### src/rtl/mem_port_arbiter_pkg.sv
// -----------------------------------------------------------------------------
// mem_port_arbiter_pkg
//
// Shared definitions for the unified memory-port arbiter:
//   - arb_state_t : arbiter FSM state encoding (IDLE=0, BUSY_I=1, BUSY_D=2,
//                   DONE=3)
//   - owner_t     : port-owner encoding, also driven on grant_owner
//                   (OWN_NONE=0, OWN_I=1 fetch, OWN_D=2 data)
//   - pick_owner  : round-robin selection between the two requesters
// -----------------------------------------------------------------------------
package mem_port_arbiter_pkg;

  // Width of a fetched instruction word returned on if_rdata.
  localparam int IF_DATA_W = 32;

  typedef enum logic [1:0] {
    ST_IDLE   = 2'd0,
    ST_BUSY_I = 2'd1,
    ST_BUSY_D = 2'd2,
    ST_DONE   = 2'd3
  } arb_state_t;

  typedef enum logic [1:0] {
    OWN_NONE = 2'd0,
    OWN_I    = 2'd1,
    OWN_D    = 2'd2
  } owner_t;

  // Chooses who gets the port next. A lone requester always wins; on a tie
  // the requester that did not own the port last time is granted, which
  // alternates service under sustained contention.
  function automatic owner_t pick_owner(
    input logic   if_req,
    input logic   d_req,
    input owner_t last_owner
  );
    owner_t winner;
    winner = OWN_NONE;
    if (if_req && d_req) begin
      winner = (last_owner == OWN_I) ? OWN_D : OWN_I;
    end else if (d_req) begin
      winner = OWN_D;
    end else if (if_req) begin
      winner = OWN_I;
    end
    return winner;
  endfunction

endpackage

### src/rtl/arb_timeout_ctr.sv
// -----------------------------------------------------------------------------
// arb_timeout_ctr
//
// Counts BUSY cycles in which the memory has not answered and flags the cycle
// on which the TIMEOUT-th such cycle occurs, so the arbiter can abort on the
// same edge. TIMEOUT=0 removes the counter and never expires.
//
// Ports:
//   clk      in   system clock, rising edge
//   reset    in   synchronous, active-high reset
//   clear    in   restart the count (arbiter entering BUSY)
//   enable   in   count this cycle (BUSY and memory not ready)
//   expired  out  combinational: this enabled cycle is the TIMEOUT-th one
// -----------------------------------------------------------------------------
module arb_timeout_ctr #(
  parameter int TIMEOUT = 255
) (
  input  logic clk,
  input  logic reset,
  input  logic clear,
  input  logic enable,
  output logic expired
);

  localparam int CNT_W = (TIMEOUT > 1) ? $clog2(TIMEOUT + 1) : 1;

  generate
    if (TIMEOUT > 0) begin : g_timeout
      logic [CNT_W-1:0] r_count;

      // NOTE: sequential state is written only with non-blocking assignments
      // so every register samples the pre-edge values of its inputs.
      always_ff @(posedge clk) begin
        if (reset || clear) begin
          r_count <= '0;
        end else if (enable) begin
          r_count <= r_count + CNT_W'(1);
        end
      end

      // The count holds the number of earlier stalled cycles, so the current
      // enabled cycle is the TIMEOUT-th when the count equals TIMEOUT-1. The
      // counter never runs past that point because the arbiter leaves BUSY.
      assign expired = enable && (r_count == CNT_W'(TIMEOUT - 1));
    end else begin : g_no_timeout
      logic w_unused;
      assign w_unused = &{1'b0, clk, reset, clear, enable};
      assign expired  = 1'b0;
    end
  endgenerate

endmodule

### src/rtl/mem_port_arbiter.sv
// -----------------------------------------------------------------------------
// mem_port_arbiter
//
// Shares one memory port between the instruction-fetch and data requesters of
// the core. Each access is a single transaction IDLE -> BUSY_x -> DONE -> IDLE:
// the winning request's payload is latched on entry to BUSY, the memory is
// held in BUSY until mem_ready (or a timeout abort), and the requester's ack
// pulses for the one DONE cycle. Ties alternate round-robin, starting with data
// after reset. A timeout abort returns zero read data and sets a sticky
// bus_error.
//
// Ports:
//   clk, reset             clock (rising edge), synchronous active-high reset
//   if_req/if_addr         fetch request (level) and address
//   if_rdata/if_ack        fetched word (registered), one-cycle completion
//   d_req/d_we/d_addr/
//   d_wdata                data request (level), store flag, address, data
//   d_rdata/d_ack          load data (registered), one-cycle completion
//   mem_req/mem_we/
//   mem_addr/mem_wdata     memory-side access, all registered
//   mem_rdata/mem_ready    memory read data and completion
//   stall                  combinational: some request still awaits its ack
//   grant_owner            0 none, 1 fetch, 2 data (registered)
//   bus_error              sticky timeout flag
// -----------------------------------------------------------------------------
module mem_port_arbiter
  import mem_port_arbiter_pkg::*;
#(
  parameter int ADDR_W  = 64,
  parameter int DATA_W  = 64,
  parameter int TIMEOUT = 255
) (
  input  logic                 clk,
  input  logic                 reset,
  // fetch requester
  input  logic                 if_req,
  input  logic [ADDR_W-1:0]    if_addr,
  output logic [IF_DATA_W-1:0] if_rdata,
  output logic                 if_ack,
  // data requester
  input  logic                 d_req,
  input  logic                 d_we,
  input  logic [ADDR_W-1:0]    d_addr,
  input  logic [DATA_W-1:0]    d_wdata,
  output logic [DATA_W-1:0]    d_rdata,
  output logic                 d_ack,
  // memory port
  output logic                 mem_req,
  output logic                 mem_we,
  output logic [ADDR_W-1:0]    mem_addr,
  output logic [DATA_W-1:0]    mem_wdata,
  input  logic [DATA_W-1:0]    mem_rdata,
  input  logic                 mem_ready,
  // status
  output logic                 stall,
  output logic [1:0]           grant_owner,
  output logic                 bus_error
);

  // ---------------------------------------------------------------------------
  // Registers
  // ---------------------------------------------------------------------------
  arb_state_t                 r_state;
  owner_t                     r_last_owner;
  owner_t                     r_grant_owner;
  logic                       r_mem_req;
  logic                       r_mem_we;
  logic [ADDR_W-1:0]          r_mem_addr;
  logic [DATA_W-1:0]          r_mem_wdata;
  logic [IF_DATA_W-1:0]       r_if_rdata;
  logic [DATA_W-1:0]          r_d_rdata;
  logic                       r_if_ack;
  logic                       r_d_ack;
  logic                       r_bus_error;

  // ---------------------------------------------------------------------------
  // Wires
  // ---------------------------------------------------------------------------
  logic   w_start;    // IDLE sees a request: enter BUSY this edge
  logic   w_busy;     // a memory access is in flight
  logic   w_wait;     // in flight and the memory has not answered
  logic   w_expired;  // this stalled cycle hits the timeout limit
  owner_t w_winner;

  assign w_winner = pick_owner(if_req, d_req, r_last_owner);
  assign w_start  = (r_state == ST_IDLE) && (if_req || d_req);
  assign w_busy   = (r_state == ST_BUSY_I) || (r_state == ST_BUSY_D);
  assign w_wait   = w_busy && !mem_ready;

  arb_timeout_ctr #(
    .TIMEOUT (TIMEOUT)
  ) u_timeout_ctr (
    .clk     (clk),
    .reset   (reset),
    .clear   (w_start),
    .enable  (w_wait),
    .expired (w_expired)
  );

  // ---------------------------------------------------------------------------
  // Arbiter FSM with registered outputs
  // ---------------------------------------------------------------------------
  always_ff @(posedge clk) begin
    if (reset) begin
      r_state       <= ST_IDLE;
      r_last_owner  <= OWN_I;
      r_grant_owner <= OWN_NONE;
      r_mem_req     <= 1'b0;
      r_mem_we      <= 1'b0;
      r_mem_addr    <= '0;
      r_mem_wdata   <= '0;
      r_if_rdata    <= '0;
      r_d_rdata     <= '0;
      r_if_ack      <= 1'b0;
      r_d_ack       <= 1'b0;
      r_bus_error   <= 1'b0;
    end else begin
      // NOTE: the acks default low every edge and are raised only on the
      // BUSY->DONE edge, which makes each one a single-cycle pulse.
      r_if_ack <= 1'b0;
      r_d_ack  <= 1'b0;

      case (r_state)
        ST_IDLE: begin
          if (w_start) begin
            r_grant_owner <= w_winner;
            r_last_owner  <= w_winner;
            r_mem_req     <= 1'b1;
            // Payload is captured here so requester changes during BUSY
            // cannot disturb the access on the memory port.
            if (w_winner == OWN_D) begin
              r_state     <= ST_BUSY_D;
              r_mem_addr  <= d_addr;
              r_mem_we    <= d_we;
              r_mem_wdata <= d_wdata;
            end else begin
              r_state     <= ST_BUSY_I;
              r_mem_addr  <= if_addr;
              r_mem_we    <= 1'b0;
              r_mem_wdata <= '0;
            end
          end
        end

        ST_BUSY_I, ST_BUSY_D: begin
          // mem_ready takes priority over a simultaneous timeout: the access
          // completed, so its data is kept and no error is flagged.
          if (mem_ready || w_expired) begin
            r_state   <= ST_DONE;
            r_mem_req <= 1'b0;
            if (r_state == ST_BUSY_I) begin
              r_if_ack   <= 1'b1;
              r_if_rdata <= mem_ready ? mem_rdata[IF_DATA_W-1:0] : '0;
            end else begin
              r_d_ack <= 1'b1;
              // Stores return nothing; d_rdata keeps the last load result.
              if (!r_mem_we) begin
                r_d_rdata <= mem_ready ? mem_rdata : '0;
              end
            end
            if (!mem_ready) begin
              r_bus_error <= 1'b1;
            end
          end
        end

        ST_DONE: begin
          // Requests are not looked at here; requesters drop req during the
          // ack cycle so IDLE does not see a stale request.
          r_state       <= ST_IDLE;
          r_grant_owner <= OWN_NONE;
        end

        default: begin
          r_state       <= ST_IDLE;
          r_grant_owner <= OWN_NONE;
          r_mem_req     <= 1'b0;
        end
      endcase
    end
  end

  // ---------------------------------------------------------------------------
  // Outputs
  // ---------------------------------------------------------------------------
  assign mem_req     = r_mem_req;
  assign mem_we      = r_mem_we;
  assign mem_addr    = r_mem_addr;
  assign mem_wdata   = r_mem_wdata;
  assign if_rdata    = r_if_rdata;
  assign if_ack      = r_if_ack;
  assign d_rdata     = r_d_rdata;
  assign d_ack       = r_d_ack;
  assign grant_owner = r_grant_owner;
  assign bus_error   = r_bus_error;

  // A request stalls the core until the cycle its ack is visible.
  assign stall = (if_req & ~r_if_ack) | (d_req & ~r_d_ack);

endmodule

### config.mk
export PLATFORM = sky130hd
export DESIGN_NAME = mem_port_arbiter
export DESIGN_NICKNAME = d
export VERILOG_FILES = /design/src/rtl/mem_port_arbiter_pkg.sv /design/src/rtl/arb_timeout_ctr.sv /design/src/rtl/mem_port_arbiter.sv
export SDC_FILE = /design/constraint.sdc
export NUM_CORES = 1
export LEC_CHECK = 0
export BUFFER_PORTS_ARGS = -buffer_cell sky130_fd_sc_hd__buf_2
export CAP_MARGIN = 0
export CORE_AREA = 3 3 192 194
export DETAILED_ROUTE_END_ITERATION = 8
export DIE_AREA = 0 0 195 197
export PLACE_DENSITY = 0.52
export SLEW_MARGIN = 20
export SYNTH_ARGS = -nofsm -noshare
export SYNTH_HDL_FRONTEND = slang
export SYNTH_SLANG_ARGS = --single-unit
export TNS_END_PERCENT = 100
### constraint.sdc
create_clock -name clk -period 2.2 [get_ports clk]
set_clock_uncertainty 0.15 [all_clocks]
set_input_delay 0.11 -clock clk [delete_from_list [all_inputs] [get_ports clk]]
set_output_delay 0.11 -clock clk [all_outputs]
set_load 0.005 [all_outputs]
==> results.md <==
Logic synthesis:
- The average instance in the mapped netlist occupies 10.7 sq um.
- Counting flops with a built-in enable in the synthesized netlist gives 0.
- The fraction of registers with async set or reset after synthesis is 0%.
- The count of unique library cells instantiated by Yosys is 40.
- Sequential cells were found to cover between 50% and 60% of the synthesized design area.
- During synthesis, Yosys emitted a total of 0 warnings.
- The cell count after synthesis is 820.
- The total of flip-flops plus latches after synthesis is 243.
- The summed instance area of the synthesized netlist is 8740 sq um.
- The synthesized net count is between 1000 and 1500.
- The primary flip-flop cell chosen by synthesis mapping is sky130_fd_sc_hd__dfxtp_1.

Floorplan:
- The core area is 35400 sq um.
- The horizontal extent of the die is slightly below 200 um.
- For this configuration, the core starts out at a cell density of about a quarter.
- The floorplan step set the die height to 197 um.
- The number of top-level design ports is 494.
- The floorplan has 69 rows.
- The die covers just under 40000 sq um.

Placement:
- Summed over all nets, the half-perimeter wirelength after detailed placement is 22500 um.
- The final weighted congestion in routability-driven placement is 0.753.
- Port buffering added 493 buffers.

Clock network:
- In this run the number of H-tree levels came out at 1.
- The clock tree from TritonCTS is done.
- Clock-pin slew was measured on the worst setup and hold paths at 0.06 ns.
- Buffers inserted during clock tree synthesis total 29.
- In this run the deepest clock path goes through 3 buffers.
- The worst-skew pair later-pin latency is 0.56 ns.
- The clock drives around 240 sinks.
- The tree is rooted in a sky130_fd_sc_hd__clkbuf_16.

Drt:
- The average wire length per cell after detail routing is 17.1 um.
- The count of vias placed by the detailed router is approximately 9300.
- The via density per instance is 4.56.
- The number of remaining DRC errors is 0.
- The post-detailed-routing wire length is 34900 um.
- The first detailed-routing pass ran for 4 iterations.
- Once detail routing completed, the nets flagged for antenna violations numbered 0.
- The number of DRC markers after the initial detailed-route iteration is between 200 and 250.

Final layout:
- Once layout is complete, the utilization of the core stands at 43.4%.
- The library cells used most frequently in the layout, excluding fill and tap cells, are sky130_fd_sc_hd__buf_2, sky130_fd_sc_hd__dlygate4sd3_1, sky130_fd_sc_hd__dfxtp_1.
- The area added between synthesis and finish is 75.7%.
- The post-route netlist has 36.2% of its cells at a drive strength greater than 1.
- After the last flow step, the layout net total stands at between 1500 and 2000.
- Leaving out fill and tap cells, the most frequent cell in the layout is sky130_fd_sc_hd__buf_2.

STA:
- At the pin with the least slew margin, the transition time is 0.600 ns.
- The total count of max-transition violations in the final report is 0.
- Summed over all failing endpoints, the final setup total negative slack is 0 ns.
- The worst pin sits at a relative slew slack of 60.0%.
- Derived from the worst setup path, the maximum achievable clock frequency is 480 MHz.
- Setup repair after global routing left no endpoint under its margin.
- The number of endpoints with negative hold slack in the final report was 0.
- The final clock period utilization by the worst path is between 90% and 100%.
- Setup violations remaining at the end of the flow were counted as 0.
- The clock period could shrink to 2.08 ns.

Critical path:
- STA classifies the critical path startpoint as a flop.
- The setup check on the worst reg-to-reg path leaves a slack of 0.12 ns.
- Data arrives at the worst endpoint at approximately 2.4 ns.
- The data required time at the worst endpoint is 2.53 ns.
- The maximum fanout encountered on the critical timing path is 43.
- The cell depth of the worst flop-to-flop path is 7.
- The worst setup path is captured at a flop.
- The kind of critical path is reg -> reg.

Min path:
- The worst hold path depth is 3.
- In this run the worst hold path is classified as in -> reg.

Global route:
- The total track usage is 16.9%.
- The via count of the first global-routing pass is 9685.
- The initial antenna violation count is 3.
- The maximum number of pins on one net before global-route repair is 78.
- After global routing the overflow that remains totals 0.
- The first global-routing pass estimated ~53000 um of wire.

Pwr:
- The completed layout was analyzed and its total power is about 15 mW.
- The peak supply drop is 0.000614 V.
- For this design the static power due to leakage is 7.24 nW.
- In this run the power density over the cells is a little under 1000 nW/um^2.

Flow run:
- The tool flagged a number of max-cap violations equal to 0.

Outcome:
- The run finished with clean final reports.
## logic make-up after synthesis
family	Yosys count	synth area share [%]
buffers and inverters	78	4.55
multiplexers	66	7.56
flip-flops	243	55.6
AO/OA/AOI/OAI	280	24.0
XOR/XNOR	7	0.701
AND/OR/NAND/NOR	140	6.73
adder cells (fa/ha/maj)	6	0.859
## final timing paths
path,start,endpoint
setup / recovery,r_state[0],d_rdata[36]
hold / removal,d_wdata[40],mem_wdata[40]
setup reg to reg,r_state[0],d_rdata[36]
hold reg to reg,d_rdata[18],d_rdata[18]
## area by class of cell
| type | instances | area (sq um) |
|---|---|---|
| Fill cell | 3303 | 20000 |
| Antenna cell | 1 | 2.50 |
| Sequential cell | 243 | 4860 |
| Clock buffer | 42 | 825 |
| Inverter | 7 | 26.3 |
| Tap cell | 461 | 577 |
| Timing Repair Buffer | 783 | 5460 |
| Multi-Input combinational cell | 499 | 3530 |
| Clock inverter | 7 | 82.6 |
## cell usage after synthesis (4+ instances only)
| cell | number | area (sq um) |
|---|---|---|
| sky130_fd_sc_hd__dfxtp_1 | 243 | 4860 |
| sky130_fd_sc_hd__nor2_1 | 80 | 300 |
| sky130_fd_sc_hd__buf_6 | 8 | 90.1 |
| sky130_fd_sc_hd__nand2_1 | 39 | 146 |
| sky130_fd_sc_hd__ha_1 | 6 | 75.1 |
| sky130_fd_sc_hd__clkbuf_1 | 30 | 113 |
| sky130_fd_sc_hd__o21ai_0 | 37 | 185 |
| sky130_fd_sc_hd__xnor2_1 | 4 | 35.0 |
| sky130_fd_sc_hd__inv_1 | 7 | 26.3 |
| sky130_fd_sc_hd__a22o_1 | 129 | 1130 |
| sky130_fd_sc_hd__a21oi_1 | 36 | 180 |
| sky130_fd_sc_hd__nor3_1 | 4 | 20.0 |
| sky130_fd_sc_hd__a211oi_1 | 65 | 488 |
| sky130_fd_sc_hd__buf_2 | 27 | 135 |
| sky130_fd_sc_hd__mux2i_1 | 66 | 661 |
## repair_timing
| item | 4_1_cts | 5_1_grt |
|---|---|---|
| hold buffers | 262 | 0 |
| setup endpoints to repair | 0 | 2 |
| buffers inserted | 0 | 2 |
| resized for setup | 0 | 0 |
| endpoints found under the hold margin | 237 | 0 |
## flip-flops by register name (all words and copies together) (netlist names)
signal	count
d_rdata	64
mem_addr	64
mem_wdata	64
if_rdata	32
u_timeout_ctr.g_timeout.r_count	8
grant_owner	2
r_last_owner	2
r_state	2
bus_error	1
d_ack	1
if_ack	1
mem_req	1
mem_we	1
## metal layers
layer	vias to the layer above	share of wire (%)	GRT usage, %
met2	417	48	29.4
met5	-	0.077	0
li1	4520	-	-
met1	4297	41	20.3
met4	4	3.2	5.78
met3	88	7.7	4.26
## stage by stage
step	hold WS, ns	area [sq um]	worst slack [ns]	cells
after floorplan	0.0855	8740	0.154	820
after global placement	0.169	11800	0.167	1728
after detailed placement	0.172	11800	0.119	1728
after CTS	0.101	15300	0.0397	2039
after global routing	0.142	15400	0.00206	2043
final	0.146	15400	0.116	2043
## worst max-delay path, cell delays in order (launching register included)
cell	delay, ns
sky130_fd_sc_hd__dfxtp_1	0.35
sky130_fd_sc_hd__inv_1	0.08
sky130_fd_sc_hd__ha_1	0.31
sky130_fd_sc_hd__and3b_4	0.21
sky130_fd_sc_hd__a31o_2	0.28
sky130_fd_sc_hd__a21oi_4	0.16
sky130_fd_sc_hd__buf_12	0.24
sky130_fd_sc_hd__a22o_1	0.20
## power breakdown
group / internal [mW] / switching (mW) / total [mW]
combinational: 2.27 / 2.36 / 4.62
clock: 2.70 / 1.86 / 4.57
sequential: 5.43 / 0.541 / 5.97
(Power assumes the default switching activity.)
